[src/rtl/calc_pkg.sv]
// Shared types and constants for the decimal four-key calculator core.
// States, key codes, status codes and small elaboration-time helpers.
package calc_pkg;

    typedef enum logic [2:0] {
        S_A     = 3'd0,
        S_OP    = 3'd1,
        S_B     = 3'd2,
        S_MUL   = 3'd3,
        S_RES   = 3'd4,
        S_PRINT = 3'd5,
        S_ERR   = 3'd6
    } state_t;

    localparam logic [3:0] CMD_ADD = 4'd10;
    localparam logic [3:0] CMD_SUB = 4'd11;
    localparam logic [3:0] CMD_MUL = 4'd12;
    localparam logic [3:0] CMD_CLR = 4'd13;
    localparam logic [3:0] CMD_EQ  = 4'd14;
    localparam logic [3:0] CMD_BS  = 4'd15;

    localparam logic [1:0] STAT_ERR   = 2'b00;
    localparam logic [1:0] STAT_BUSY  = 2'b01;
    localparam logic [1:0] STAT_READY = 2'b10;
    localparam logic [1:0] STAT_PRINT = 2'b11;

    function automatic longint unsigned pow10(input int unsigned n);
        longint unsigned p;
        p = 1;
        for (int unsigned i = 0; i < n; i++) p = p * 10;
        return p;
    endfunction

    // S_RES is a one-cycle compute step, reported busy like the multiplier.
    function automatic logic [1:0] stat_of(input state_t s);
        case (s)
            S_MUL, S_RES: return STAT_BUSY;
            S_PRINT:      return STAT_PRINT;
            S_ERR:        return STAT_ERR;
            default:      return STAT_READY;
        endcase
    endfunction

endpackage

[src/rtl/calc_digit_printer.sv]
// Serialises a binary value into DIGITS BCD digits, least significant first,
// one divide-by-10 per cycle; done_o marks the last digit.
module calc_digit_printer
    import calc_pkg::*;
#(
    parameter  int DIGITS = 8,
    localparam int W      = $clog2(pow10(DIGITS)),
    localparam int PW     = $clog2(DIGITS)
) (
    input  logic          clock,
    input  logic          reset,
    input  logic          load_i,
    input  logic [W-1:0]  value_i,
    output logic [3:0]    data_o,
    output logic [PW-1:0] pos_o,
    output logic          done_o
);

    logic [W-1:0]  val_q, val_d;
    logic [PW-1:0] pos_q, pos_d;
    logic          busy_q, busy_d;

    assign done_o = busy_q && (pos_q == PW'(DIGITS - 1));
    assign data_o = busy_q ? 4'(val_q % W'(10)) : 4'd0;
    assign pos_o  = pos_q;

    always_comb begin
        val_d  = val_q;
        pos_d  = pos_q;
        busy_d = busy_q;
        if (load_i) begin
            val_d  = value_i;
            pos_d  = '0;
            busy_d = 1'b1;
        end else if (busy_q) begin
            val_d = val_q / W'(10);
            if (done_o) begin
                pos_d  = '0;
                busy_d = 1'b0;
            end else begin
                pos_d = pos_q + PW'(1);
            end
        end
    end

    always_ff @(posedge clock or posedge reset) begin
        if (reset) begin
            val_q  <= '0;
            pos_q  <= '0;
            busy_q <= 1'b0;
        end else begin
            val_q  <= val_d;
            pos_q  <= pos_d;
            busy_q <= busy_d;
        end
    end

endmodule

[src/rtl/calc_core_n.sv]
// DIGITS-wide decimal calculator: keypad entry, add/sub/mul in sign+magnitude,
// result chaining, overflow trapping and serial digit output to the display.
module calc_core_n
    import calc_pkg::*;
#(
    parameter  int DIGITS = 8,
    localparam int W      = $clog2(pow10(DIGITS)),
    localparam int PW     = $clog2(DIGITS)
) (
    input  logic          clock,
    input  logic          reset,
    input  logic          cmd_valid,
    input  logic [3:0]    cmd,
    output logic [1:0]    status,
    output logic [3:0]    data,
    output logic [PW-1:0] pos,
    output logic          neg,
    output logic [2:0]    EA
);

    localparam int CW = $clog2(DIGITS + 1);
    localparam int MW = $clog2(W);
    localparam logic [2*W-1:0] LIMIT = (2*W)'(pow10(DIGITS));

    state_t         state_q, state_d, ret_q, ret_d;
    logic [W-1:0]   regA_q, regA_d, regB_q, regB_d, entry_q, entry_d;
    logic           signA_q, signA_d, hasres_q, hasres_d, neg_q, neg_d;
    logic [CW-1:0]  cnt_q, cnt_d;
    logic [3:0]     op_q, op_d;
    logic [1:0]     status_q;
    logic [2*W-1:0] mcand_q, mcand_d, acc_q, acc_d;
    logic [W-1:0]   mplier_q, mplier_d;
    logic [MW-1:0]  mcnt_q, mcnt_d;

    logic           accept, is_digit, is_op, digit_ok, load, sub_b, res_neg, pr_done;
    logic [W-1:0]   base, typed, load_val;
    logic [CW-1:0]  base_cnt, typed_cnt;
    logic [2*W-1:0] res_mag;

    assign accept   = cmd_valid && (status_q == STAT_READY ||
                                    (state_q == S_ERR && cmd == CMD_CLR));
    assign is_digit = (cmd <= 4'd9);
    assign is_op    = (cmd == CMD_ADD) || (cmd == CMD_SUB) || (cmd == CMD_MUL);

    // After a result, typing starts a fresh operand rather than extending it.
    always_comb begin
        base      = hasres_q ? '0 : entry_q;
        base_cnt  = hasres_q ? '0 : cnt_q;
        typed     = base * W'(10) + W'(cmd);
        typed_cnt = (base == '0 && cmd == 4'd0) ? base_cnt : base_cnt + CW'(1);
        digit_ok  = (base_cnt < CW'(DIGITS));
    end

    always_comb begin
        res_mag = '0;
        res_neg = 1'b0;
        sub_b   = (op_q == CMD_SUB);
        if (op_q == CMD_MUL) begin
            res_mag = acc_q;
            res_neg = signA_q;
        end else if (signA_q == sub_b) begin
            res_mag = (2*W)'(regA_q) + (2*W)'(regB_q);
            res_neg = signA_q;
        end else if (regA_q >= regB_q) begin
            res_mag = (2*W)'(regA_q - regB_q);
            res_neg = signA_q;
        end else begin
            res_mag = (2*W)'(regB_q - regA_q);
            res_neg = sub_b;
        end
        if (res_mag == '0) res_neg = 1'b0;
    end

    always_comb begin
        state_d  = state_q;
        ret_d    = ret_q;
        regA_d   = regA_q;
        signA_d  = signA_q;
        regB_d   = regB_q;
        entry_d  = entry_q;
        cnt_d    = cnt_q;
        op_d     = op_q;
        hasres_d = hasres_q;
        neg_d    = neg_q;
        mcand_d  = mcand_q;
        mplier_d = mplier_q;
        acc_d    = acc_q;
        mcnt_d   = mcnt_q;
        load     = 1'b0;
        load_val = '0;
        if (accept && cmd == CMD_CLR) begin
            regA_d   = '0;
            signA_d  = 1'b0;
            regB_d   = '0;
            entry_d  = '0;
            cnt_d    = '0;
            op_d     = '0;
            hasres_d = 1'b0;
            neg_d    = 1'b0;
            load     = 1'b1;
            ret_d    = S_A;
            state_d  = S_PRINT;
        end else begin
            unique case (state_q)
                S_A, S_OP, S_B: if (accept) begin
                    if (is_digit) begin
                        if (digit_ok) begin
                            entry_d  = typed;
                            cnt_d    = typed_cnt;
                            hasres_d = 1'b0;
                            neg_d    = 1'b0;
                            load     = 1'b1;
                            load_val = typed;
                            ret_d    = (state_q == S_A) ? S_A : S_B;
                            state_d  = S_PRINT;
                        end
                    end else if (cmd == CMD_BS) begin
                        if (state_q != S_OP) begin
                            entry_d  = base / W'(10);
                            cnt_d    = (base_cnt == '0) ? '0 : base_cnt - CW'(1);
                            hasres_d = 1'b0;
                            neg_d    = 1'b0;
                            load     = 1'b1;
                            load_val = base / W'(10);
                            ret_d    = state_q;
                            state_d  = S_PRINT;
                        end
                    end else if (is_op) begin
                        if (state_q == S_A) begin
                            regA_d   = hasres_q ? regA_q : entry_q;
                            signA_d  = hasres_q & signA_q;
                            op_d     = cmd;
                            entry_d  = '0;
                            cnt_d    = '0;
                            hasres_d = 1'b0;
                            state_d  = S_OP;
                        end else if (state_q == S_OP) begin
                            op_d = cmd;
                        end
                    end else if (cmd == CMD_EQ && state_q != S_A) begin
                        regB_d  = entry_q;
                        entry_d = '0;
                        cnt_d   = '0;
                        if (op_q == CMD_MUL) begin
                            mcand_d  = (2*W)'(regA_q);
                            mplier_d = entry_q;
                            acc_d    = '0;
                            mcnt_d   = '0;
                            state_d  = S_MUL;
                        end else begin
                            state_d = S_RES;
                        end
                    end
                end
                S_MUL: begin
                    if (mplier_q[0]) acc_d = acc_q + mcand_q;
                    mcand_d  = mcand_q << 1;
                    mplier_d = mplier_q >> 1;
                    mcnt_d   = mcnt_q + MW'(1);
                    if (mcnt_q == MW'(W - 1)) state_d = S_RES;
                end
                S_RES: begin
                    if (res_mag >= LIMIT) begin
                        state_d = S_ERR;
                    end else begin
                        regA_d   = W'(res_mag);
                        signA_d  = res_neg;
                        entry_d  = '0;
                        cnt_d    = '0;
                        hasres_d = 1'b1;
                        neg_d    = res_neg;
                        load     = 1'b1;
                        load_val = W'(res_mag);
                        ret_d    = S_A;
                        state_d  = S_PRINT;
                    end
                end
                S_PRINT: if (pr_done) state_d = ret_q;
                default: ;
            endcase
        end
    end

    always_ff @(posedge clock or posedge reset) begin
        if (reset) begin
            state_q  <= S_A;
            ret_q    <= S_A;
            regA_q   <= '0;
            signA_q  <= 1'b0;
            regB_q   <= '0;
            entry_q  <= '0;
            cnt_q    <= '0;
            op_q     <= '0;
            hasres_q <= 1'b0;
            neg_q    <= 1'b0;
            status_q <= STAT_READY;
            mcand_q  <= '0;
            mplier_q <= '0;
            acc_q    <= '0;
            mcnt_q   <= '0;
        end else begin
            state_q  <= state_d;
            ret_q    <= ret_d;
            regA_q   <= regA_d;
            signA_q  <= signA_d;
            regB_q   <= regB_d;
            entry_q  <= entry_d;
            cnt_q    <= cnt_d;
            op_q     <= op_d;
            hasres_q <= hasres_d;
            neg_q    <= neg_d;
            status_q <= stat_of(state_d);
            mcand_q  <= mcand_d;
            mplier_q <= mplier_d;
            acc_q    <= acc_d;
            mcnt_q   <= mcnt_d;
        end
    end

    calc_digit_printer #(.DIGITS(DIGITS)) u_printer (
        .clock   (clock),
        .reset   (reset),
        .load_i  (load),
        .value_i (load_val),
        .data_o  (data),
        .pos_o   (pos),
        .done_o  (pr_done)
    );

    assign status = status_q;
    assign neg    = neg_q;
    assign EA     = state_q;

endmodule
[config.mk]
export PLATFORM = sky130hd
export DESIGN_NAME = calc_core_n
export DESIGN_NICKNAME = d
export VERILOG_FILES = /design/src/rtl/calc_pkg.sv /design/src/rtl/calc_digit_printer.sv /design/src/rtl/calc_core_n.sv
export SDC_FILE = /design/constraint.sdc
export NUM_CORES = 1
export LEC_CHECK = 0
export ABC_CLOCK_PERIOD_IN_PS = 10230
export CAP_MARGIN = 20
export CORE_MARGIN = 3
export CORE_UTILIZATION = 50
export DETAILED_ROUTE_END_ITERATION = 8
export PLACE_DENSITY = 0.72
export SLEW_MARGIN = 20
export SYNTH_ARGS = -nofsm -noshare
export SYNTH_HDL_FRONTEND = slang
export SYNTH_SLANG_ARGS = --single-unit
export TNS_END_PERCENT = 100
[constraint.sdc]
create_clock -name clock -period 10.23 [get_ports clock]
set_input_delay 1.023 -clock clock [delete_from_list [all_inputs] [get_ports clock]]
set_output_delay 1.023 -clock clock [all_outputs]
set_load 0.02 [all_outputs]
==> Word-level counts from Yosys, hierarchy flattened <==
Index checks and enable logic that the tools add are counted.
{ "totals": {"in_bits": 7, "word_cells": 277, "regBits": 271} }
{ "classes": {"reduce_logical": 34, "addsub": 9, "mul": 1, "bitwise": 2, "muxes": 158, "n_div": 3, "magnitude_cmp": 4, "eq_ne": 48} }
{ "ops": {"columns": ["op", "n"], "rows": [
  ["27-bit 2-to-1 mux", 41],
  ["54-bit 2-to-1 mux", 16],
  ["27-bit case mux with 2 select lines", 4],
  ["54-bit case mux with 2 select lines", 2],
  ["4-bit 2-to-1 mux", 22],
  ["3-bit 2-to-1 mux", 22],
  ["27-bit by 27-bit subtractor with 28-bit output", 2],
  ["54-bit adder", 1],
  ["27-bit by 4-bit divider with 27-bit output (second input constant)", 2],
  ["54-bit by 27-bit >= comparator with 1-bit output (second input constant)", 1],
  ["54-bit zero test", 1],
  ["1-bit 2-to-1 mux", 34],
  ["4-bit equality test (second input constant)", 8],
  ["5-bit 2-to-1 mux", 6],
  ["27-bit by 27-bit adder with 28-bit output", 1],
  ["27-bit by 4-bit adder with 27-bit output", 1],
  ["27-bit >= comparator", 1],
  ["27-bit zero test", 1],
  ["27-bit by 4-bit remainder unit with 27-bit output (second input constant)", 1],
  ["27-bit by 3-bit multiplier with 26-bit output (second input constant)", 1],
  ["3-bit equality test (second input constant)", 7],
  ["3-bit inequality test (second input constant)", 7],
  ["7-bit AND reduction", 3],
  ["6-bit AND reduction", 3],
  ["other kinds (36)", 71]
]} }

==> Depth between registers and ports, before layout <==
Gate-level depths: netlist (run 1).
{ "depth": {"word_depth": 12, "mapped_depth": 45} }

==> Cells and area by module <==
A second synthesis (run 1) with hierarchy kept.
{ "unflattened": {"cells_unflattened": 3989, "area_unflattened_um2": 29667.2} }
{ "modules_own_cells": {"columns": ["mod", "area_each_um2", "n_inst", "cells_each"], "rows": [
  ["calc_core_n", 23754.0, 1, 3150],
  ["calc_digit_printer", 5913.2, 1, 839]
]} }

==> Worst setup path before layout (run 1) <==
Ideal clock, no wire load.
{ "synth_path": {"kind": "register -> output", "start": "register u_printer.val_q[25]", "end": "output port data[1]", "setup_slack_ns": -0.303, "arrival_time_ns": 9.510, "t_required_ns": 9.207, "path_buffers": 4, "stages_incl_launch_ff": 41, "cell_sequence": "dfrtp_1 -> buf_6 -> nand2b_1 -> a21o_1 -> a2111o_1 -> o211a_4 -> nor2_4 -> o32a_1 -> and3_1 -> buf_2 -> a21oi_1 -> a222oi_1 -> nand2_2 -> o31ai_4 -> nor2_2 -> o311ai_2 -> nand2_2 -> a221o_1 -> [5 not listed] -> nor3_2 -> a211oi_1 -> a221o_1 -> a221o_1 -> a21o_1 -> buf_2 -> mux2_1 -> or4_1 -> a41oi_1 -> o21a_1 -> a21o_1 -> xnor2_1 -> ha_1 -> inv_1 -> a31o_2 -> o32ai_1 -> a21oi_1 -> a311oi_1"} }
{ "synth_via": {"elab_chain_cells": 2} }
{ "synth_rtl": {"columns": ["item", "line_no", "source"], "rows": [
  ["start: declaration", "calc_digit_printer.sv:19", "logic [W-1:0] val_q, val_d;"],
  ["start signal: assignment", "calc_digit_printer.sv:52", "val_q <= val_d;"],
  ["27-bit by 4-bit remainder unit with 27-bit output", "calc_digit_printer.sv:24", "assign data_o = busy_q ? 4'(val_q % W'(10)) : 4'd0;"],
  ["4-bit 2-to-1 mux", "calc_digit_printer.sv:24", null],
  ["end: declaration", "calc_core_n.sv:15", "output logic [3:0] data,"]
]} }
No other way between the ends.

==> Worst setup path in the final report (run 1) <==
{ "layout_path": {"start": "register u_printer.val_q[2]", "end": "output port data[1]"} }
The elaborated chain is that of the path after synthesis.

==> reports/qor.log, run 1 <==
qor: status.status complete, but fails checks
qor: status.violations setup timing
qor: drt.route.final.wire_length 89000 um
qor: cells_and_area.final_net_count 4029
qor: clock_tree.cts_root_buf clkbuf_16
qor: logic_synthesis.ys_async_sr_fraction 1.00
qor: drt.drt-wirelength-per-cell 19.3 um
qor: critical_path.critical_path.max_stage_delay 480 ps
qor: sta.fin_worst_hold_slack 484 ps
qor: sta.final-hold-violation-count 0
qor: logic_synthesis.synthDistinctLibCells 121
qor: logic_synthesis.synth-seq-cells 271
qor: floorplan.fp.dieArea 58900 um^2
qor: logic_synthesis.number_of_enable_flip_flop_cells_after_synthesis 0
qor: sta.finalCriticalPeriod 11440 ps
qor: global_route.antenna_found_initial 0
qor: logic_synthesis.synth_area_per_cell 7.53 um^2
qor: cells_and_area.area_growth_syn_to_layout 15.9%
qor: critical_path.crit_path_end_kind output port
qor: global_route.globalRoute.totalOverflow 0
qor: hold_path.hold_path_end mcnt_q[4]
qor: placement.routabilityCongestion 0.977
qor: critical_path.worst-path-max-fanout 8
qor: drt.drt_drc_violations_left 0
qor: global_route.grt_use_total 0.289
qor: cells_and_area.fillers 5007
qor: hold_path.hp-start mcnt_q[4]
qor: sta.grt_setup_unrepaired true
qor: logic_synthesis.postSynthNetCount 3926
qor: sta.setup_viol_count_final 3
qor: critical_path.critical-path-top-cell-by-count buf_4
qor: floorplan.floorplan.die.height 243 um
qor: global_route.grt_start_max_net_pins 160
qor: logic_synthesis.ys_warn_count 0
qor: sta.period_share 1.12
qor: drt.ant_nets 0
qor: critical_path.worstReg2RegEnd u_printer.val_q[0]
qor: cells_and_area.antenna-diode-count 0
qor: sta.max_slew_violation_count 0
qor: critical_path.critical_path.slowest_cell a2111o_1
qor: flow_run.maxCapViolations 0
qor: placement.count_of_buffers_inserted_at_the_top_level_ports 19
qor: drt.dr.first_iter.drc_count 3147
qor: drt.drt_first_pass_iters 5
qor: critical_path.crit_type reg -> out
qor: sta.worst-slew-pin-transition 1030 ps
qor: floorplan.fp.dieW 243 um
qor: logic_synthesis.synthesized_instance_count 3724
qor: clock_tree.cts.clk_slew.worst_paths 60 ps
qor: cells_and_area.layout-drive-gt1-share 0.150
qor: sta.fmaxAchievable 0.0874 GHz
qor: floorplan.number_of_rows_in_the_core_area 86
qor: global_route.first_global_vias 26744
qor: placement.post-place-ws -967 ps
qor: floorplan.initial_core_util 0.507
qor: global_route.grt_pass1_wl 143000 um
qor: logic_synthesis.synth-main-ff-cell dfrtp_1
qor: clock_tree.clk_latency 610 ps
qor: sta.slew-limit-headroom 0.312
qor: drt.viasPerCell 6.36
qor: critical_path.rr_startpoint u_printer.val_q[2]
qor: critical_path.reg2regPathDepth 46
qor: logic_synthesis.ys_seq_area_frac 0.242
qor: clock_tree.clk_path_buf_depth 3
qor: floorplan.core 55300 um^2
qor: clock_tree.clock_tree.htree_level_count 1
qor: drt.via_total_after_detailed_routing 29257
qor: sta.setup_ws_final -1210 ps
qor: hold_path.min-delay-path-class reg -> reg
qor: critical_path.rrSetupSlack 330 ps
qor: clock_tree.clock_tree_from_tritoncts yes
qor: cells_and_area.mostFrequentLayoutCells nand2_1, buf_4, a21oi_1, nor2_1, dfrtp_1
qor: logic_synthesis.post_synth_design_cell_area 28000 um^2
qor: critical_path.worst_ep_arrival_time 10420 ps
qor: clock_tree.cts.sinks 271
qor: critical_path.worstSetupStartpointType register
qor: floorplan.num_io_pins 20
qor: sta.fin_worst_skew 24.1 ps
qor: hold_path.min_path_cells 1
qor: clock_tree.cts_buffers 31
qor: cells_and_area.layout_commonest_cell nand2_1
qor: placement.dp_hpwl 63000 um
qor: critical_path.worst_ep_required_time 9210 ps
[layer usage]
| metal | part of all wire | vias to the layer above | GRT usage |
|---|---|---|---|
| met5 | 0 | - | 0 |
| met4 | 0.036 | 0 | 0.101 |
| met3 | 0.073 | 199 | 0.0359 |
| met2 | 0.45 | 1172 | 0.458 |
| met1 | 0.44 | 14013 | 0.407 |
| li1 | - | 13873 | - |
[how the worst max path moves through the flow]
stage                   end  cells after the start  slack [ps]                start
floorplan           data[1]                     40           5  u_printer.val_q[15]
global placement    data[1]                     40        -910   u_printer.val_q[3]
detailed placement  data[1]                     43        -970   u_printer.val_q[3]
CTS                 data[1]                     42        -710   u_printer.val_q[3]
global route        data[1]                     47       -1660  u_printer.val_q[12]
finish              data[1]                     46       -1210   u_printer.val_q[2]
[area by class of cell]
type,count,area (um^2),area share
clock buffers,36,835,0.0257
inverters,195,739,0.0228
multi-input cells,3000,20300,0.625
clock inverters,22,262,0.00805
well taps,748,936,0.0288
flip-flops and latches,271,6790,0.209
repair buffers,328,2610,0.0805
[logic make-up after synthesis]
family          Yosys count  synth area share
compound gates         1276             0.315
xor+xnor                150            0.0475
flops                   271             0.242
buf+inv                 453            0.0643
simple gates           1316             0.219
mux                      55            0.0207
fa+ha+maj               203            0.0915
[sequential cells by signal (all words and copies together) (netlist names)]
signal	flops
u_printer.pos_o	3
hasres_q	1
mcand_q	54
neg	1
entry_q	27
op_q	4
signA_q	1
EA	3
regB_q	27
mplier_q	27
cnt_q	4
status	2
u_printer.val_q	27
u_printer.busy_q	1
acc_q	54
mcnt_q	5
ret_q	3
regA_q	27
[worst max-delay path: cells and delay by family (launching register included)]
kind / cells / cell delay, ps
and+or+nand+nor: 9 / 1690
AOI/OAI and AO/OA: 23 / 5370
adders and majority gates: 1 / 230
buffers and inverters: 11 / 1620
DFF: 1 / 420
xor gates and xnor gates: 1 / 150
muxes: 1 / 300
[per-stage QoR]
stage	utilization	TNS, ps	std cells	instance area [um^2]
final	0.587	-2900	4600	32500
after global routing	0.587	-4130	4600	32500
after CTS	0.580	-1550	4586	32100
after detailed placement	0.547	-2290	4495	30300
after global placement	0.547	-2210	4495	30300
after floorplan	-	0	3724	28100
[repair_timing]
| item | CTS | global route |
|---|---|---|
| cloned | 1 | 0 |
| resized for setup | 103 | 64 |
| hold buffers | 0 | 0 |
| setup endpoints to repair | 3 | 11 |
| setup buffers | 32 | 15 |
| pin swaps | 43 | 28 |
[cell usage after synthesis, types with 49 or more instances]
library cell,number,area [um^2]
a21o_1,81,608
a21oi_1,294,1470
a22o_1,49,429
a31oi_1,93,582
clkbuf_1,197,739
dfrtp_1,270,6760
ha_1,189,2360
inv_1,182,683
nand2_1,515,1930
nand3_1,116,581
nand4_1,50,313
nor2_1,281,1050
nor3_1,86,430
o211ai_1,56,420
o21ai_0,215,1080
o21bai_1,72,541
xnor2_1,109,955
Power of run 1 is left out: the tool's default activity adds up to more than one toggle a clock period on the data nets, which glitch-free logic cannot reach.
==> inputs of run 2 (changes only) <==
- RECOVER_POWER: default -> 50
==> run 2 against run 1 <==
Critical endpoint unchanged; largest cell class unchanged; the flow finishes with violations (capacitance limit, slew limit, setup timing); critical path depth unchanged; final cell count is the same; clock skew is 2.1 ps lower.
==> reports/qor.log, run 2 (synthesized netlist as in run 1, its figures left out) <==
qor: global_route.grt.met3_usage 0.0359 [unchanged]
qor: clock_tree.holdBufCountCts 0 [unchanged]
qor: sta.grt_setup_unrepaired true
qor: placement.routabilityCongestion 0.977 [unchanged]
qor: drt.viasPerCell 6.36 [about the same]
qor: critical_path.crit_path_end_kind output port
qor: status.violations capacitance limit, slew limit, setup timing
qor: placement.post_dp_cell_area 30300 um^2 [unchanged]
qor: cells_and_area.fillers 5011 [+0.080%]
qor: global_route.grt_pass1_wl 143000 um [unchanged]
qor: hold_path.min_path_cells 2 [+1]
qor: critical_path.worstReg2RegEnd u_printer.val_q[0]
qor: clock_tree.clock_tree_from_tritoncts yes
qor: flow_run.maxCapViolations 2 [+2]
qor: critical_path.worst-path-max-fanout 8 [unchanged]
qor: critical_path.worst_ep_required_time 9210 ps [about the same]
qor: clock_tree.clock_tree.htree_level_count 1 [unchanged]
qor: hold_path.hold_path_end mplier_q[26]
qor: global_route.global_route.usage.met1 0.407 [unchanged]
qor: cells_and_area.final_design_area_no_fill 32500 um^2 [about the same]
qor: critical_path.worstSetupStartpointType register
qor: hold_path.min-delay-path-class reg -> reg
qor: drt.drt_drc_violations_left 0 [unchanged]
qor: drt.drt_first_pass_iters 6 [+1]
qor: status.status complete, but fails checks
qor: sta.final.setup.tns -2830 ps [+65.0 ps]
qor: floorplan.fp.dieW 243 um [unchanged]
qor: sta.period_share 1.12 [-0.00153]
qor: sta.fin_worst_skew 21.9 ps [-2.15 ps]
qor: global_route.grt.met2_usage 0.458 [unchanged]
qor: clock_tree.cts_root_buf clkbuf_16
qor: critical_path.rr_startpoint u_printer.val_q[2]
qor: critical_path.critical_path.slowest_cell a2111o_1
qor: critical_path.worst_ep_arrival_time 10400 ps [-20 ps]
qor: critical_path.crit_type reg -> out
qor: drt.via_total_after_detailed_routing 29278 [+0.072%]
qor: placement.dp_hpwl 63000 um [unchanged]
qor: sta.setup_ws_final -1190 ps [+15.6 ps]
qor: global_route.globalRoute.totalOverflow 0 [unchanged]
qor: clock_tree.cts.clk_slew.worst_paths 60 ps [about the same]
qor: clock_tree.cts.sinks 271 [unchanged]
qor: critical_path.rrSetupSlack 360 ps [+30 ps]
qor: sta.final-hold-violation-count 0 [unchanged]
qor: global_route.grt_start_max_net_pins 160 [unchanged]
qor: global_route.grt_use_total 0.289 [unchanged]
qor: floorplan.core 55300 um^2 [unchanged]
qor: sta.finalCriticalPeriod 11420 ps [-15.7 ps]
qor: drt.ant_nets 0 [unchanged]
qor: drt.drt-wirelength-per-cell 19.4 um [+0.31%]
qor: cells_and_area.layout-drive-gt1-share 0.150 [unchanged]
qor: floorplan.floorplan.die.height 243 um [unchanged]
qor: cells_and_area.layout_commonest_cell nand2_1
qor: placement.count_of_buffers_inserted_at_the_top_level_ports 19 [unchanged]
qor: clock_tree.cts_buffers 31 [unchanged]
qor: sta.max_slew_violation_count 274 [+274]
qor: drt.dr.first_iter.drc_count 3237 [+2.9%]
qor: cells_and_area.biggest_registers_after_layout acc_q: 54 flops, mcand_q: 54 flops
qor: cells_and_area.area_growth_syn_to_layout 15.8% [about the same]
qor: global_route.first_global_vias 26744 [unchanged]
qor: clock_tree.clk_path_buf_depth 3 [unchanged]
qor: cells_and_area.mostFrequentLayoutCells nand2_1, buf_4, a21oi_1, nor2_1, dfrtp_1
qor: sta.slew-limit-headroom -2.37 [-2.68]
qor: sta.worst-slew-pin-transition 5030 ps [+4000 ps]
qor: clock_tree.clk_latency 610 ps [about the same]
qor: sta.fmaxAchievable 0.0875 GHz [+0.14%]
qor: floorplan.initial_core_util 0.507 [unchanged]
qor: critical_path.critical-path-top-cell-by-count buf_4
qor: floorplan.number_of_rows_in_the_core_area 86 [unchanged]
qor: global_route.busiest_layer met2
qor: cells_and_area.antenna-diode-count 0 [unchanged]
qor: floorplan.fp.dieArea 58900 um^2 [unchanged]
qor: floorplan.num_io_pins 20 [unchanged]
qor: global_route.antenna_found_initial 0 [unchanged]
qor: cells_and_area.final_net_count 4029 [unchanged]
qor: placement.dpl.cell_count 4495 [unchanged]
qor: drt.route.final.wire_length 89300 um [+0.31%]
qor: hold_path.hp-start mplier_q[26]
qor: cells_and_area.stdcell_count 4600 [unchanged]
qor: critical_path.reg2regPathDepth 46 [unchanged]
qor: critical_path.critical_path.max_stage_delay 480 ps [about the same]
qor: placement.post-place-ws -967 ps [unchanged]
qor: sta.setup_viol_count_final 3 [unchanged]
==> run 2: cell types whose count changed in the layout (fill, tap and decap cells not counted) <==
cell             change
clkdlybuf4s50_1      -5
dlygate4sd3_1        +5
buf_12               -1
clkbuf_2             +1
clkinvlp_2           +1
inv_8                -1
==> run 2: area by class of cell <==
type / count / area, um^2 / share of cell area
multi-input cells: 3000 / 20300 / 0.626
flip-flops and latches: 271 / 6790 / 0.209
repair buffers: 328 / 2600 / 0.0801
well taps: 748 / 936 / 0.0288
clock buffers: 36 / 835 / 0.0257
inverters: 195 / 733 / 0.0226
clock inverters: 22 / 262 / 0.00806
==> run 2: repair_timing <==
item                       CTS  global route
resized for setup          103            64
pin swaps                   43            28
cloned                       1             0
setup endpoints to repair    3            11
setup buffers               32            15
==> run 2: worst max-delay path by stage <==
stage	cells past startpoint	from	endpoint	slack (ps)
finish	46	u_printer.val_q[2]	data[1]	-1190
global route	47	u_printer.val_q[12]	data[1]	-1660
CTS	42	u_printer.val_q[3]	data[1]	-710
detailed placement	43	u_printer.val_q[3]	data[1]	-970
global placement	40	u_printer.val_q[3]	data[1]	-910
floorplan	40	u_printer.val_q[15]	data[1]	5
==> run 2: per-layer routing <==
| layer | vias up | share of wire | routed length [um] |
|---|---|---|---|
| met4 | 0 | 0.035 | 3110 |
| met1 | 14041 | 0.44 | 39700 |
| li1 | 13869 | - | - |
| met3 | 184 | 0.073 | 6550 |
| met5 | - | 0 | 0 |
| met2 | 1184 | 0.45 | 39900 |
==> run 2: stage by stage <==
step,utilization,hold slack [ps]
floorplan,-,443
global placement,0.547,461
detailed placement,0.547,465
CTS,0.580,483
global route,0.587,515
finish,0.587,484
==> run 2: critical path: cells and delay by family (launching register included) <==
kind | cells | cell delay [ps]
buffers and inverters | 11 | 1630
AOI/OAI and AO/OA | 23 | 5390
adders and majority gates | 1 | 230
muxes | 1 | 300
DFF | 1 | 420
xor gates and xnor gates | 1 | 140
and+or+nand+nor | 9 | 1660
Power of run 2 is left out for the same reason.
